===== src/rtl/rf_dump_unit.sv =====
// Register-file dump engine: halts the core on HALT_PC or after a cycle budget, then streams
// the PC header and x0..x31. Define RF_DUMP_CYCLE_COUNT_EN to prepend the cycle count word.
module rf_dump_unit #(
    parameter logic [31:0] HALT_PC    = 32'h0000_0310,
    parameter int unsigned MAX_CYCLES = 1000
) (
    input  logic        clk,
    input  logic        rst,
    input  logic [31:0] pc_i,
    output logic [4:0]  reg_sel,
    input  logic [31:0] reg_data,
    output logic        halt_o,
    output logic        out_valid,
    input  logic        out_ready,
    output logic [31:0] out_data,
    output logic [5:0]  out_tag,
    output logic        out_last,
    output logic        busy,
    output logic        done,
    output logic        timeout
);

    // state | meaning
    // IDLE  | counting cycles, watching pc_i for a halt match or budget expiry
    // CNT   | presenting the frozen cycle count (tag 6'h21)
    // HDR   | presenting the captured PC (tag 6'h20)
    // REG   | presenting x[reg_sel]; x0 always reads as zero
    // DONE  | dump complete, core stays halted until rst
    typedef enum logic [2:0] {
        S_IDLE = 3'd0,
`ifdef RF_DUMP_CYCLE_COUNT_EN
        S_CNT  = 3'd1,
`endif
        S_HDR  = 3'd2,
        S_REG  = 3'd3,
        S_DONE = 3'd4
    } state_t;

    localparam bit          TO_EN   = (MAX_CYCLES != 0);
    localparam logic [31:0] TO_LAST = 32'(MAX_CYCLES) - 32'd1;

    state_t      state_q, state_d;
    logic [31:0] cyc_cnt_q, cyc_cnt_d;
    logic [31:0] pc_cap_q, pc_cap_d;
    logic [4:0]  reg_sel_q, reg_sel_d;
    logic        timeout_q, timeout_d;
    logic        trig_match, trig_to;

    always_ff @(posedge clk) begin
        if (rst) begin
            state_q   <= S_IDLE;
            cyc_cnt_q <= '0;
            pc_cap_q  <= '0;
            reg_sel_q <= '0;
            timeout_q <= 1'b0;
        end else begin
            state_q   <= state_d;
            cyc_cnt_q <= cyc_cnt_d;
            pc_cap_q  <= pc_cap_d;
            reg_sel_q <= reg_sel_d;
            timeout_q <= timeout_d;
        end
    end

    always_comb begin
        state_d    = state_q;
        cyc_cnt_d  = cyc_cnt_q;
        pc_cap_d   = pc_cap_q;
        reg_sel_d  = reg_sel_q;
        timeout_d  = timeout_q;
        halt_o     = 1'b0;
        out_valid  = 1'b0;
        out_data   = '0;
        out_tag    = '0;
        out_last   = 1'b0;
        busy       = 1'b0;
        done       = 1'b0;
        trig_match = (pc_i == HALT_PC);
        trig_to    = TO_EN && (cyc_cnt_q == TO_LAST);

        case (state_q)
            S_IDLE: begin
                // A halt match outranks the budget when both fire together.
                if (trig_match || trig_to) begin
                    pc_cap_d  = pc_i;
                    timeout_d = !trig_match;
`ifdef RF_DUMP_CYCLE_COUNT_EN
                    state_d   = S_CNT;
`else
                    state_d   = S_HDR;
`endif
                end else if (cyc_cnt_q != '1) begin
                    cyc_cnt_d = cyc_cnt_q + 32'd1;
                end
            end
`ifdef RF_DUMP_CYCLE_COUNT_EN
            S_CNT: begin
                halt_o    = 1'b1;
                busy      = 1'b1;
                out_valid = 1'b1;
                out_data  = cyc_cnt_q;
                out_tag   = 6'h21;
                if (out_ready) begin
                    state_d = S_HDR;
                end
            end
`endif
            S_HDR: begin
                halt_o    = 1'b1;
                busy      = 1'b1;
                out_valid = 1'b1;
                out_data  = pc_cap_q;
                out_tag   = 6'h20;
                if (out_ready) begin
                    reg_sel_d = '0;
                    state_d   = S_REG;
                end
            end
            S_REG: begin
                halt_o    = 1'b1;
                busy      = 1'b1;
                out_valid = 1'b1;
                out_tag   = {1'b0, reg_sel_q};
                out_data  = (reg_sel_q == 5'd0) ? 32'd0 : reg_data;
                out_last  = (reg_sel_q == 5'd31);
                if (out_ready) begin
                    if (reg_sel_q == 5'd31) begin
                        state_d = S_DONE;
                    end else begin
                        reg_sel_d = reg_sel_q + 5'd1;
                    end
                end
            end
            S_DONE: begin
                halt_o = 1'b1;
                done   = 1'b1;
            end
            default: begin
                state_d = S_IDLE;
            end
        endcase
    end

    assign reg_sel = reg_sel_q;
    assign timeout = timeout_q;

endmodule


===== config.mk =====
export PLATFORM = sky130hd
export DESIGN_NAME = rf_dump_unit
export DESIGN_NICKNAME = d
export VERILOG_FILES = /design/src/rtl/rf_dump_unit.sv
export SDC_FILE = /design/constraint.sdc
export NUM_CORES = 1
export LEC_CHECK = 0
export BUFFER_PORTS_ARGS = -buffer_cell sky130_fd_sc_hd__clkbuf_2
export CORE_MARGIN = 2
export CORE_UTILIZATION = 53
export CTS_BUF_LIST = sky130_fd_sc_hd__clkbuf_2
export CTS_CLUSTER_DIAMETER = 200
export DETAILED_ROUTE_END_ITERATION = 6
export GPL_TIMING_DRIVEN = 0
export PLACE_DENSITY = 0.87
export RECOVER_POWER = 25
export SYNTH_ARGS = -nofsm -noshare
export SYNTH_HDL_FRONTEND = slang
export SYNTH_SLANG_ARGS = --single-unit

===== constraint.sdc =====
create_clock -name clk -period 5.9 [get_ports clk]
set_input_delay 0.59 -clock clk [delete_from_list [all_inputs] [get_ports clk]]
set_output_delay 0.59 -clock clk [all_outputs]
set_load 0.01 [all_outputs]

==> qor.log, run 1 <==
[run_status] run status finished, final reports clean
[die] height of the die 88.3 um
[die] placeable core area 0.00683 mm^2
[run] max capacitance violation total 0
[yosys] area share of the largest cell type after synthesis 38.8%
[global_routing] overall routing resource usage 27.2%
[timing] final hold violation count 0
[worst_setup_path] endpoint of the most critical register-to-register path pc_cap_q[11]
[timing] period utilisation layout 58.6%
[detailed_routing] DR DRC count 0
[worst_setup_path] CP top delay family buffers and inverters
[clocking] # resized after CTS 0
[clocking] hold buffer count at cts 0
[place] Final HPWL DP 7920 um
[yosys] post-synth top area cell dfxtp_1
[timing] Max Transition Viols Final 0
[yosys] number of synthesized flops with an enable pin 0
[finish] diode count 0
[global_routing] maximum number of pins on one net before global-route repair 13
[timing] Worst Hold Slack 0.264 ns
[worst_setup_path] data arrival at the endpoint of the critical path 2.87 ns
[yosys] count of yosys warnings during synthesis 0
[global_routing] leftover overflow at the end of global routing 0
[clocking] H-tree level count 3
[clocking] clk buf depth 2
[detailed_routing] length of the first detailed-routing pass in iterations 5
[worst_setup_path] library cell appearing most often on the critical path clkbuf_1
[global_routing] global-route wire length before repair 16,600 um
[die] number of placement rows 30
[timing] f_max 289 MHz
[worst_setup_path] largest incremental delay on the critical path 0.48 ns
[finish] post-synthesis to final-layout area growth 21.2%
[detailed_routing] final routed wirelength across all metal layers 10,600 um
[finish] fraction of layout cells with a size suffix above 1 23.0%
[worst_setup_path] Setup crit end kind output port
[timing] Finish-stage setup viols 0
[pwr] final total power 899 uW
[pwr] Static Leak 1.82 nW
[detailed_routing] average routed wire per standard cell 15.2 um
[worst_setup_path] register-to-register setup slack 3.02 ns
[worst_setup_path] CP max FO 11
[pwr] share of total power in the clock network 34.6%
[die] DIE AREA 0.00780 mm^2
[yosys] leading cell types by total area after synthesis dfxtp_1, nand2_1, a22o_1, a21oi_1, nor2_1
[finish] final core utilization 66.9%
[worst_setup_path] critical path buffer and inverter count 4
[yosys] post-synthesis cell count 474
[die] Boundary Pins 116
[clocking] cell at the root of the clock tree clkbuf_2
[yosys] Post-synth top flop dfxtp_1
[global_routing] antenna violations before repair 0
[timing] unrepaired setup endpoints after global routing false
[timing] relative slew slack 60.3%
[detailed_routing] initial DRC count 293
[worst_setup_path] first element of the critical path state_q[1]
[place] Port Buffer Count 115
[yosys] Syn Area/Cell 7.95 um^2
[pwr] VDD IR-drop max 0.000177 V
[timing] Worst Tran Pin Value 0.596 ns
[detailed_routing] vias per std cell 5.81
[pwr] switching share of total power 25.8%
[clocking] CTS Buf Count 9
[worst_setup_path] worst setup path endpoint out_data[0]
[yosys] register bit total from synthesis 73
[die] die outline width 88.3 um
[pwr] part of the total power dissipated in sequential elements 56.2%
[clocking] TritonCTS clock tree yes
[yosys] ys async rst share 0%
[detailed_routing] WL met3 644 um
[timing] Total Negative Setup Slacks 0 ns
[finish] most common cell after layout, fill and taps aside clkbuf_2
[worst_setup_path] cell count of the worst reg-to-reg path 10
[hold_path] Hold WC Path Type primary input to flip-flop
[detailed_routing] Via Count 4,065
[timing] Worst Clk Skew 0.0272 ns
[finish] commonest cells after routing, fill and taps aside clkbuf_2, nand2_1, dfxtp_1
[detailed_routing] number of routed nets with antenna violations 0
[yosys] part of the Yosys area used for sequential elements 38.8%
[yosys] number of unique standard cell types used by synthesis 51
[die] Starting Density 55.2%
[worst_setup_path] cell count along the critical path 8
[worst_setup_path] FF-to-FF Start cyc_cnt_q[0]
[clocking] CTS sink cnt 73
[pwr] portion of total power attributed to combinational logic 9.3%
[finish] nets@finish 671
[yosys] cell area after technology mapping 0.00377 mm^2
[global_routing] vias in the first global route 3,663
[pwr] total net switching power 232 uW
[clocking] clock-pin slew on the worst setup and hold paths 0.21 ns
[pwr] internal power summed over all cells 668 uW
[clocking] clock latency at the later pin of the worst-skew pair 0.53 ns
[yosys] synthesized netlist net count 545
[pwr] power per cell area 197 mW/mm^2
[place] final weighted congestion of routability-driven global placement 0.935
[detailed_routing] total routed wire length on the met1 layer 4410 um
[detailed_routing] highest metal used met4
[worst_setup_path] CP cell instances nand2b_1 > inv_1 > clkbuf_1 > nand2_1 > nor2_1 > clkbuf_1 > a22o_1 > clkbuf_2
[clocking] count of buffers added by post-CTS timing repair for setup 0
[timing] Period minus WS final 3.46 ns
[detailed_routing] wire length on met2 5370 um
[worst_setup_path] critical path required time 5.31 ns
[worst_setup_path] cell with the largest stage delay on the worst path clkbuf_1
[worst_setup_path] element type at the critical path start flip-flop
[worst_setup_path] worst setup path category flip-flop to output port
## cell type report
cell class | instances | area (um^2)
plain buffers | 32 | 145
clock buffers | 9 | 45.0
clock inverters | 6 | 83.8
fillers | 612 | 2260
inverters | 9 | 33.8
multi-input cells | 360 | 2120
flip-flops and latches | 73 | 1460
well taps | 96 | 120
repair buffers | 115 | 563
## worst register-to-register path: stages, from the launching register on
cell and delay [ns]:
dfxtp_1 0.46, ha_1 0.28, nor4bb_1 0.31, nand4_1 0.19, o22ai_1 0.34, clkbuf_1 0.47, and2_1 0.20, buf_2 0.15
buf_2 0.21, nand2_1 0.07, a21oi_1 0.15
## cells in the mapped netlist, types with 2 or more instances
library cell	number
nand2_1	86
dfxtp_1	73
a21oi_1	54
nor2_1	33
a22o_1	32
clkbuf_1	22
nor4_1	15
o21ai_0	15
nand3_1	13
nand4_1	12
or3_1	12
and3_1	10
inv_1	9
nor3_1	9
and4_1	6
buf_2	6
nor2b_1	5
xnor2_1	5
a31o_2	4
ha_1	4
nand2b_1	4
or4_1	4
buf_6	3
nor4b_1	3
a311oi_1	2
a41o_1	2
and2_1	2
and4_4	2
mux2_1	2
nor3b_1	2
nor4bb_1	2
xor2_1	2
## metrics by stage
stage          setup WS [ns]  instances  cell area [um^2]
2_1_floorplan           3.59        474              3770
3_3_place_gp            3.13        685              4470
3_5_place_dp            3.03        685              4470
4_1_cts                 2.43        700              4590
5_1_grt                 2.22        700              4570
6_report                2.44        700              4570
## sequential cells by signal (all words and copies together) (netlist names)
name	count
state_q	3
reg_sel	5
cyc_cnt_q	32
timeout	1
pc_cap_q	32
## kinds of logic after synthesis
logic type	after synthesis	share of synthesized area [%]
adder cells (fa/ha/maj)	4	1.33
AND/OR/NAND/NOR	227	31.1
AO/OA/AOI/OAI	118	21.0
buffers and inverters	41	4.98
multiplexers	4	1.16
XOR/XNOR	7	1.63
flip-flops	73	38.8
## power by group through the flow
| stage | combinational (mW) | clock [mW] | sequential, mW |
|---|---|---|---|
| after floorplan | 0.0419 | 0 | 0.513 |
| after global placement | 0.0799 | 0 | 0.514 |
| after detailed placement | 0.0829 | 0 | 0.514 |
| after CTS | 0.0835 | 0.317 | 0.505 |
| after global routing | 0.0914 | 0.336 | 0.507 |
| final | 0.0833 | 0.311 | 0.505 |
## routing by layer
| metal | global-route usage (%) | up-vias |
|---|---|---|
| met4 | 9.37 | 0 |
| met3 | 6.34 | 21 |
| met2 | 46.4 | 126 |
| met1 | 33.9 | 1934 |
| met5 | 0 | - |
| li1 | - | 1984 |
## worst min-delay path by stage
| stage | from | end | slack, ns | cells past startpoint |
|---|---|---|---|---|
| after detailed placement | pc_cap_q[24] | pc_cap_q[24] | 0.45 | 2 |
| after CTS | pc_i[21] | pc_cap_q[21] | 0.24 | 3 |
| after global routing | pc_i[21] | pc_cap_q[21] | 0.23 | 3 |
| after global placement | pc_cap_q[25] | pc_cap_q[25] | 0.44 | 2 |
| after floorplan | pc_cap_q[0] | pc_cap_q[0] | 0.43 | 2 |
| final | pc_i[21] | pc_cap_q[21] | 0.26 | 3 |
Power figures use the tool's default switching activity.
==> run 2: changes to the inputs <==
--- a/config.mk
+++ b/config.mk
@@ -5,14 +5,15 @@
 export SDC_FILE = /design/constraint.sdc
 export NUM_CORES = 1
 export LEC_CHECK = 0
+export ABC_AREA = 1
 export BUFFER_PORTS_ARGS = -buffer_cell sky130_fd_sc_hd__clkbuf_2
 export CORE_MARGIN = 2
-export CORE_UTILIZATION = 53
+export CORE_UTILIZATION = 51
 export CTS_BUF_LIST = sky130_fd_sc_hd__clkbuf_2
 export CTS_CLUSTER_DIAMETER = 200
 export DETAILED_ROUTE_END_ITERATION = 6
 export GPL_TIMING_DRIVEN = 0
-export PLACE_DENSITY = 0.87
+export PLACE_DENSITY = 0.84
 export RECOVER_POWER = 25
 export SYNTH_ARGS = -nofsm -noshare
 export SYNTH_HDL_FRONTEND = slang
==> constraint.sdc (replaced) <==
create_clock -name clk -period 3 [get_ports clk]
set_input_delay 0.3 -clock clk [delete_from_list [all_inputs] [get_ports clk]]
set_output_delay 0.3 -clock clk [all_outputs]
set_load 0.01 [all_outputs]
==> qor.log, run 2 <==
[run_status] run status finished, final reports clean
[clocking] clk buf depth 2
[clocking] H-tree level count 3
[timing] Finish-stage setup viols 0
[detailed_routing] Via Count 5,619
[die] placeable core area 0.00933 mm^2
[pwr] Static Leak 2.40 nW
[clocking] TritonCTS clock tree yes
[timing] unrepaired setup endpoints after global routing false
[global_routing] global-route wire length before repair 23,100 um
[pwr] portion of total power attributed to combinational logic 7.2%
[timing] final hold violation count 0
[timing] Max Transition Viols Final 0
[hold_path] Hold WC Path Type primary input to flip-flop
[yosys] leading cell types by total area after synthesis dfxtp_1, nand2_1, nor2_1, a21oi_1, nor3_2
[finish] area used by multi-input combinational logic 0.00305 mm^2
[run] max capacitance violation total 0
[yosys] XOR/XNOR share of the synthesized area 1.41%
[finish] post-synthesis to final-layout area growth 19.1%
[yosys] cell area after technology mapping 0.00496 mm^2
[worst_setup_path] endpoint of the most critical register-to-register path pc_cap_q[11]
[worst_setup_path] worst setup path category flip-flop to output port
[yosys] largest family of logic cells by synthesized area simple AND/OR/NAND/NOR gates
[detailed_routing] DR DRC count 0
[hold_path] worst hold stages 3
[worst_setup_path] largest incremental delay on the critical path 0.50 ns
[yosys] count of yosys warnings during synthesis 0
[die] number of placement rows 35
[global_routing] vias in the first global route 4,992
[timing] period utilisation layout 92.2%
[timing] relative slew slack 46.6%
[pwr] VDD IR-drop max 0.000204 V
[detailed_routing] average routed wire per standard cell 13.6 um
[yosys] register bit total from synthesis 73
[worst_setup_path] element type at the critical path start flip-flop
[timing] Worst Tran Pin Value 0.802 ns
[worst_setup_path] critical path required time 2.70 ns
[finish] nets@finish 1,007
[finish] fillcell total 919
[yosys] post-synthesis adder-cell area fraction 1.01%
[finish] fraction of layout cells with a size suffix above 1 22.3%
[pwr] share of total power in the clock network 34.6%
[worst_setup_path] CP cell instances nand3_2 > inv_2 > clkbuf_1 > nand2_1 > o21ai_0 > clkbuf_2
[pwr] part of the total power dissipated in sequential elements 58.3%
[worst_setup_path] data arrival at the endpoint of the critical path 2.47 ns
[pwr] internal power summed over all cells 1.23 mW
[timing] f_max 361 MHz
[place] Final HPWL DP 11,200 um
[clocking] # resized after CTS 0
[detailed_routing] number of routed nets with antenna violations 0
[yosys] Syn Area/Cell 6.23 um^2
[die] height of the die 103 um
[detailed_routing] length of the first detailed-routing pass in iterations 5
[clocking] clock-pin slew on the worst setup and hold paths 0.22 ns
[pwr] switching share of total power 26.9%
[global_routing] antenna violations before repair 0
[yosys] proportion of synthesized area in mux cells 0%
[worst_setup_path] cell with the largest stage delay on the worst path dfxtp_1
[place] final weighted congestion of routability-driven global placement 0.983
[clocking] cell at the root of the clock tree clkbuf_2
[detailed_routing] final routed wirelength across all metal layers 14,600 um
[timing] Total Negative Setup Slacks 0 ns
[worst_setup_path] FF-to-FF Start cyc_cnt_q[0]
[finish] diode count 0
[timing] Worst Clk Skew 0.0506 ns
[global_routing] leftover overflow at the end of global routing 0
[clocking] CTS Buf Count 9
[yosys] top cells by count, synth nand2_1, nor2_1, dfxtp_1
[hold_path] worst-case hold path end point pc_cap_q[12]
[die] DIE AREA 0.0105 mm^2
[die] Boundary Pins 116
[hold_path] startpoint of the worst hold path pc_i[12]
[global_routing] overall routing resource usage 27.7%
[yosys] area share of the largest cell type after synthesis 29.5%
[detailed_routing] initial DRC count 382
[timing] Worst Hold Slack 0.0325 ns
[yosys] synthesized netlist net count 867
[worst_setup_path] Setup crit end kind output port
[timing] Period minus WS final 2.77 ns
[clocking] clock latency at the later pin of the worst-skew pair 0.56 ns
[finish] most common cell after layout, fill and taps aside nand2_1
[detailed_routing] vias per std cell 5.25
[yosys] post-synthesis share of cell area spent on and, or, nand and nor gates 47.8%
[pwr] power per cell area 285 mW/mm^2
[die] Starting Density 53.1%
[yosys] post-synthesis cell count 796
[yosys] number of unique standard cell types used by synthesis 29
[yosys] Post-synth top flop dfxtp_1
[pwr] total net switching power 454 uW
[worst_setup_path] cell count of the worst reg-to-reg path 11
[yosys] number of synthesized flops with an enable pin 0
[global_routing] maximum number of pins on one net before global-route repair 14
[worst_setup_path] register-to-register setup slack 0.40 ns
[clocking] CTS sink cnt 73
[yosys] dominant cell by count in the synthesized netlist nand2_1
[finish] commonest cells after routing, fill and taps aside nand2_1, nor2_1, clkbuf_2
[finish] Seq. cell area 0.00146 mm^2
[yosys] compound-gate portion of the synthesized area 11.8%
[yosys] ys async rst share 0%
[place] Port Buffer Count 114
[yosys] part of the Yosys area used for sequential elements 29.5%
[worst_setup_path] CP max FO 10
[die] die outline width 103 um
[yosys] post-synth top area cell dfxtp_1
[run 2: kinds of logic (layout without fill, tap and decap cells)]
kind of cell,count (synthesis),in the layout
and+or+nand+nor,505,505
AOI/OAI and AO/OA,113,113
xor gates and xnor gates,8,8
DFF,73,73
buffers and inverters,93,238
adders and majority gates,4,4
[run 2: power by group through the flow]
stage | logic (mW) | registers (mW) | clock network (mW)
finish | 0.121 | 0.981 | 0.582
global placement | 0.102 | 1.00 | 0
global route | 0.132 | 0.983 | 0.628
detailed placement | 0.103 | 1.00 | 0
CTS | 0.116 | 0.981 | 0.591
floorplan | 0.0390 | 0.998 | 0
[run 2: worst max-delay path: cells and delay by family (launching register included)]
family | cells | cell delay, ns
simple gates | 2 | 0.33
flops | 1 | 0.50
buf+inv | 3 | 0.80
compound gates | 1 | 0.29
[run 2: worst max path at each step]
stage,startpoint,endpoint,cells after the start
after global routing,state_q[0],out_data[11],7
final,state_q[1],out_data[22],6
after CTS,state_q[1],out_data[22],6
after detailed placement,cyc_cnt_q[0],cyc_cnt_q[26],9
after floorplan,cyc_cnt_q[0],cyc_cnt_q[25],9
after global placement,cyc_cnt_q[0],cyc_cnt_q[26],9
[run 2: cell type report]
type	count	share of cell area (%)
clock inverters	6	1.10
inverters	58	3.69
flip-flops and latches	73	24.8
multi-input cells	630	51.6
repair buffers	129	11.9
plain buffers	35	3.35
clock buffers	10	0.848
well taps	129	2.73
[run 2: layer usage]
layer | vias to the layer above | track usage (%) | part of all wire, %
met5 | - | 0 | 0
li1 | 2837 | - | -
met1 | 2552 | 35.1 | 44
met2 | 208 | 47.8 | 48
met4 | 0 | 8.82 | 1.5
met3 | 22 | 4.81 | 7.1
[run 2: stage by stage]
stage	std cells	area, um^2	setup WS, ns	util (%)	total power, mW
after global placement	1039	5690	0.859	61.0	1.10
after CTS	1066	5910	0.308	63.4	1.69
after global routing	1070	5900	0.101	63.3	1.74
after detailed placement	1039	5690	0.827	61.0	1.10
after floorplan	796	4960	1.25	-	1.04
final	1070	5900	0.233	63.3	1.68
[run 2: what timing repair did]
item	in CTS	in global routing
setup buffers	0	0
hold endpoints to repair	11	4
hold buffers	11	4
